===== src/rtl/div_ctrl_pkg.sv =====
// div_ctrl_pkg: shared state encoding and bypass constants for the divide/HI-LO controller
package div_ctrl_pkg;
   typedef enum logic [2:0] {IDLE, ISSUE, WAIT, DRAIN, RESP} state_t;
   localparam logic [31:0] INT_MIN = 32'h8000_0000;
   localparam logic [31:0] DIVZ_QUOT = 32'hFFFF_FFFF;
endpackage


===== src/rtl/div_watchdog.sv =====
// div_watchdog: cycle counter that pulses expire on the MAX_CYC-th enabled cycle since clear
module div_watchdog #(
   parameter int MAX_CYC = 40
) (
   input  logic div_clk,
   input  logic reset,
   input  logic clr,
   input  logic en,
   output logic expire
);
   localparam int CW = $clog2(MAX_CYC + 1);
   logic [CW-1:0] cnt;
   always_ff @(posedge div_clk)
      if (reset || clr) cnt <= '0;
      else if (en) cnt <= cnt + 1'b1;
   assign expire = en && (cnt == CW'(MAX_CYC - 1));
endmodule


===== src/rtl/div_hilo_ctrl.sv =====
// div_hilo_ctrl: issues divides to the iterative divider, commits results to HI/LO,
// bypasses divide-by-zero and signed overflow, and drains flushed divides.
module div_hilo_ctrl
   import div_ctrl_pkg::*;
#(
   parameter int DATA_W  = 32,
   parameter int MAX_CYC = 40
) (
   input  logic              div_clk,
   input  logic              reset,
   input  logic              req_valid,
   output logic              req_ready,
   input  logic              req_signed,
   input  logic [DATA_W-1:0] req_x,
   input  logic [DATA_W-1:0] req_y,
   input  logic              req_cancel,
   output logic              res_valid,
   input  logic              res_ready,
   output logic [DATA_W-1:0] res_quot,
   output logic [DATA_W-1:0] res_rem,
   output logic              busy,
   input  logic              mt_we_hi,
   input  logic              mt_we_lo,
   input  logic [DATA_W-1:0] mt_wdata,
   output logic [DATA_W-1:0] hi,
   output logic [DATA_W-1:0] lo,
   output logic              timeout_err,
   output logic              div_start,
   output logic              div_sgn,
   output logic [DATA_W-1:0] div_x,
   output logic [DATA_W-1:0] div_y,
   input  logic [DATA_W-1:0] div_s,
   input  logic [DATA_W-1:0] div_r,
   input  logic              div_complete
);
   state_t state, state_d;
   logic accept, load, commit, to, wd_clr, wd_exp, divz, ovf;
   logic [DATA_W-1:0] q_d, r_d;

   assign divz = req_y == '0;
   assign ovf  = req_signed && req_x == INT_MIN && req_y == DIVZ_QUOT;
   assign busy = state != IDLE;

   div_watchdog #(.MAX_CYC(MAX_CYC)) u_wd (
      .div_clk(div_clk), .reset(reset), .clr(wd_clr),
      .en(state == WAIT || state == DRAIN), .expire(wd_exp)
   );

   always_comb begin
      state_d   = state;
      req_ready = 1'b0;
      res_valid = 1'b0;
      div_start = 1'b0;
      accept    = 1'b0;
      load      = 1'b0;
      commit    = 1'b0;
      to        = 1'b0;
      wd_clr    = 1'b0;
      q_d       = div_s;
      r_d       = div_r;
      case (state)
         IDLE: begin
            req_ready = 1'b1;
            accept    = req_valid && !req_cancel;
            q_d       = divz ? DIVZ_QUOT : INT_MIN;
            r_d       = divz ? req_x : '0;
            if (accept) begin
               state_d = (divz || ovf) ? RESP : ISSUE;
               load    = divz || ovf;
               commit  = divz || ovf;
            end
         end
         ISSUE: begin
            div_start = 1'b1;
            wd_clr    = 1'b1;
            state_d   = WAIT;
         end
         WAIT:
            // completion beats a same-cycle flush: the result is already architectural
            if (div_complete) begin
               state_d = RESP;
               load    = 1'b1;
               commit  = 1'b1;
            end else if (req_cancel) begin
               state_d = DRAIN;
               wd_clr  = 1'b1;
            end else if (wd_exp) begin
               state_d = RESP;
               load    = 1'b1;
               to      = 1'b1;
               q_d     = '0;
               r_d     = '0;
            end
         DRAIN:
            if (div_complete || wd_exp) begin
               state_d = IDLE;
               to      = !div_complete;
            end
         RESP: begin
            res_valid = 1'b1;
            state_d   = res_ready ? IDLE : RESP;
         end
         default: state_d = IDLE;
      endcase
   end

   always_ff @(posedge div_clk) begin
      if (reset) begin
         state       <= IDLE;
         div_x       <= '0;
         div_y       <= '0;
         div_sgn     <= 1'b0;
         res_quot    <= '0;
         res_rem     <= '0;
         hi          <= '0;
         lo          <= '0;
         timeout_err <= 1'b0;
      end else begin
         state <= state_d;
         if (accept) begin
            div_x   <= req_x;
            div_y   <= req_y;
            div_sgn <= req_signed;
         end
         if (load) begin
            res_quot <= q_d;
            res_rem  <= r_d;
         end
         if (to) timeout_err <= 1'b1;
         if (mt_we_hi) hi <= mt_wdata;
         else if (commit) hi <= r_d;
         if (mt_we_lo) lo <= mt_wdata;
         else if (commit) lo <= q_d;
      end
   end
endmodule


===== config.mk =====
export PLATFORM = sky130hd
export DESIGN_NAME = div_hilo_ctrl
export DESIGN_NICKNAME = d
export VERILOG_FILES = /design/src/rtl/div_ctrl_pkg.sv /design/src/rtl/div_watchdog.sv /design/src/rtl/div_hilo_ctrl.sv
export SDC_FILE = /design/constraint.sdc
export NUM_CORES = 1
export LEC_CHECK = 0
export BUFFER_PORTS_ARGS = -buffer_cell sky130_fd_sc_hd__buf_4
export CAP_MARGIN = 5
export CORE_AREA = 2 2 142 144
export DETAILED_ROUTE_END_ITERATION = 8
export DIE_AREA = 0 0 144 146
export PLACE_DENSITY_LB_ADDON = 0.12
export SLEW_MARGIN = 20
export SYNTH_ARGS = -nofsm -noshare
export SYNTH_HDL_FRONTEND = slang
export SYNTH_SLANG_ARGS = --single-unit

===== constraint.sdc =====
create_clock -name div_clk -period 3.6 [get_ports div_clk]
set_clock_uncertainty 0.1 [all_clocks]
set_input_delay 0.54 -clock div_clk [delete_from_list [all_inputs] [get_ports div_clk]]
set_output_delay 0.54 -clock div_clk [all_outputs]
set_load 0.01 [all_outputs]

==> run metrics <==
worst-margin pin slew=~1.0 ns; hold_sp=mt_wdata[31]; RSZ-0062 raised after global routing=no; final core utilization=about two thirds; drt pass-1 iters=5; Hold Buf Count CTS=0; R2R Path Start=u_wd.cnt[0]; sequential cell area fraction in the yosys report=between 40% and 50%; Post-synth EDFFs=0; FF-to-FF setup slack=0.41 ns; Max Used Layer=met4; critical setup path kind=reg2reg; CP required=3.83 ns; crit path launch type=register; Synthesis Warnings=0; Top Family by Delay on Critical Path=simple AND/OR/NAND/NOR gates; CTS root buffer=clkbuf_16; Core Area=roughly 19000 sq um; Fmax achieved=between 300 and 400 MHz; Hold WS=between 0.15 and 0.2 ns; Clock Sinks=203; post_cts resized=0; most used cell along the critical path=a2111oi_0; Avg Inst Size Synth=roughly 8.7 sq um; CTS clk-pin slew, worst paths=approximately 0.060 ns; final cycle utilization of the critical path=roughly 89%; Top FF cell, synth=dfxtp_1; Clock Path Buffers=3; Hold Path End=hi[31]; initial antenna violation count=1; combinational power share=between 10% and 20%; Max stage delay on crit path=0.64 ns; worst-path fanout max=43; row cnt=51; Yosys reg bits=approximately 200; clock group share of total power=between 40% and 50%; Pwr Density=439 nW/um^2; DRC violations left=0; Cells after Synth=roughly 1100; largest net degree at the start of global routing=about 150; Slowest-stage cell, CP=nand2b_2; post-DP HPWL=~23000 microns; Met3 Routed Length=3240 microns; post-synthesis async set-or-reset flop share=0%; routed len/inst=about 20 microns; max-cap violation count=0; critical path arrival=between 3 and 4 ns; reg2reg path depth=7; Non-Filler Instances=about 1700; Buffers & Inverters on Critical Path=0; M1 WL=between 10000 and 15000 microns; syn_nets=1255; routed wire length=between 30000 and 40000 microns; share of cells above drive strength 1=about 33%; Net Sw Frac=25.4%; GPL Wtd Cong=between 0.8 and 0.9; GRT overflow=0; Netlist cell types=just over 50; CTS tree=yes; Initial Util=48.9%; status=complete, no violations; NetSw=~1.5 mW; Fin Setup TNS=0 ns; worst reg2reg path endpoint=lo[1]; Synth-to-Final Area Change=39.0%; Die Wd=approximately 140 microns; Die H=146 microns; clk_lat worst skew=approximately 0.5 ns; I/O Pins=367; Hold Path Depth=3; P_int=about 4.3 mW; post-CTS setup buffer count=0; Vias/cell=just under 6; Final min period=3.19 ns; IR drop worst, VDD=0.000363 V; Placed Instances=around 1600; 1st-iter DRT viols=approximately 500; sequential share of power=41.6%; Tot Pwr=about 5.8 mW; WL met2=15400 microns; Final ANT Viol Nets=0; Setup Viol. Count Final=0; worst path cell trace=ha_1, nor4bb_1, a41oi_1, nand2b_2, and2_1, a2111oi_0, a2111oi_0; fin. max-slew vios=0; vias in the first global route=~9000; min-delay worst type=in2reg; via count=roughly 9600; H-Tree Depth=1; GRT Overall Usage=between 20 and 30%; Worst setup EP type=register; CTS Buf Count=22; Port Buffers=366; DIE AREA=roughly 21000 sq um; Hold Vio Cnt, Final=0; Final nets=about 1600; Lkg Pwr=between 5 and 6 nW; synthesized area=9450 sq um; first-pass GRT wire length=between 40000 and 50000 microns; Worst slew margin=30.2%
==> power by group through the flow <==
stage               Combinational (mW)  Clock, mW  Sequential [mW]
floorplan                        0.357          0             2.48
global placement                 0.830          0             2.44
detailed placement               0.836          0             2.45
CTS                              0.840       2.56             2.40
global route                     0.908       2.65             2.41
finish                           0.846       2.53             2.40
==> sequential cells by signal, summed over array words and instances, names as in the netlist, 3 cells and up <==
name      cells
div_x        32
div_y        32
hi           32
lo           32
res_quot     32
res_rem      32
state         3
u_wd.cnt      6
==> cells by family (layout without fill, tap and decap cells) <==
group,count (synthesis),count (layout),share of synthesized area [%]
flops,203,203,43.0
xor+xnor,4,4,0.371
buf+inv,120,431,5.31
compound gates,333,333,27.2
simple gates,382,382,19.4
other cells,0,1,0
mux,42,42,4.58
fa+ha+maj,1,1,0.132
==> per-layer routing <==
metal | vias up | track usage, %
met5 | - | 0
met3 | 94 | 7.57
met1 | 4553 | 37.8
met2 | 435 | 48.4
li1 | 4563 | -
met4 | 0 | 10.8
==> per-stage QoR <==
step	cell area (sq um)	worst slack (ns)
6_report	13100	0.410
5_1_grt	13100	0.0720
4_1_cts	13100	0.421
3_5_place_dp	12300	0.0959
3_3_place_gp	12300	0.167
2_1_floorplan	9450	0.894
==> final cells by class <==
type,instances,area (sq um)
fillers,1665,6200
multi-input cells,762,4950
flip-flops and latches,203,4060
repair buffers,385,2940
clock buffers,30,662
well taps,265,332
clock inverters,10,159
inverters,6,22.5
diodes,1,2.50
==> synth_stat cells (2+ instances only) <==
cell type | instances | area (sq um)
o21ai_0 | 4 | 20.0
a21oi_1 | 93 | 465
or4_1 | 3 | 22.5
mux2_2 | 10 | 113
nor2_1 | 57 | 214
xor2_1 | 3 | 26.3
dfxtp_1 | 203 | 4060
nand2b_1 | 33 | 206
o31ai_1 | 2 | 15.0
nand2_1 | 175 | 657
mux2i_1 | 32 | 320
a21boi_0 | 11 | 82.6
a22o_1 | 22 | 193
and2_1 | 32 | 200
nor4_1 | 16 | 100
buf_1 | 5 | 18.8
a32o_1 | 22 | 220
o32ai_1 | 31 | 272
buf_4 | 2 | 15.0
clkbuf_1 | 87 | 327
a32oi_1 | 10 | 87.6
a2111oi_2 | 15 | 225
or3_1 | 3 | 18.8
buf_2 | 17 | 85.1
a211oi_1 | 35 | 263
nor2b_1 | 42 | 263
inv_1 | 5 | 18.8
buf_6 | 3 | 33.8
nand4_1 | 11 | 68.8
a311oi_1 | 2 | 17.5
a2111oi_0 | 47 | 412
o21bai_1 | 32 | 240
a21oi_2 | 2 | 17.5
==> tightest hold or removal path, delay by kind of cell <==
kind / cells / cell delay [ns]
buffers and inverters: 1 / 0.08
AND/OR/NAND/NOR: 1 / 0.06
AO/OA/AOI/OAI: 1 / 0.06
==> placed cells by master, fill, tap and decap left out, drive strengths merged, types with 2 or more instances in the layout <==
| master | instances |
|---|---|
| a21boi | 11 |
| xor2 | 3 |
| or3 | 3 |
| a311oi | 2 |
| nand2b | 33 |
| a2111oi | 62 |
| buf | 385 |
| clkinvlp | 2 |
| o32ai | 31 |
| nor2b | 42 |
| nand2 | 175 |
| clkinv | 4 |
| dfxtp | 203 |
| a32o | 22 |
| mux2i | 32 |
| mux2 | 10 |
| a211oi | 35 |
| clkbuf | 30 |
| nor4 | 17 |
| bufinv | 4 |
| a22o | 22 |
| or4 | 3 |
| and2 | 32 |
| nand4 | 11 |
| inv | 6 |
| o31ai | 2 |
| a32oi | 10 |
| o21bai | 32 |
| o21ai | 4 |
| a21oi | 95 |
| nor2 | 58 |
==> worst max path at each step <==
stage	cells after the start	slack, ns	startpoint	endpoint
after floorplan	8	0.89	req_x[17]	lo[16]
after global placement	8	0.17	req_x[21]	lo[8]
after detailed placement	8	0.1	req_x[21]	lo[9]
after CTS	7	0.42	u_wd.cnt[0]	lo[1]
after global routing	7	0.07	u_wd.cnt[0]	lo[1]
final	7	0.41	u_wd.cnt[0]	lo[1]
No activity file was read; power rests on OpenSTA's default activity.
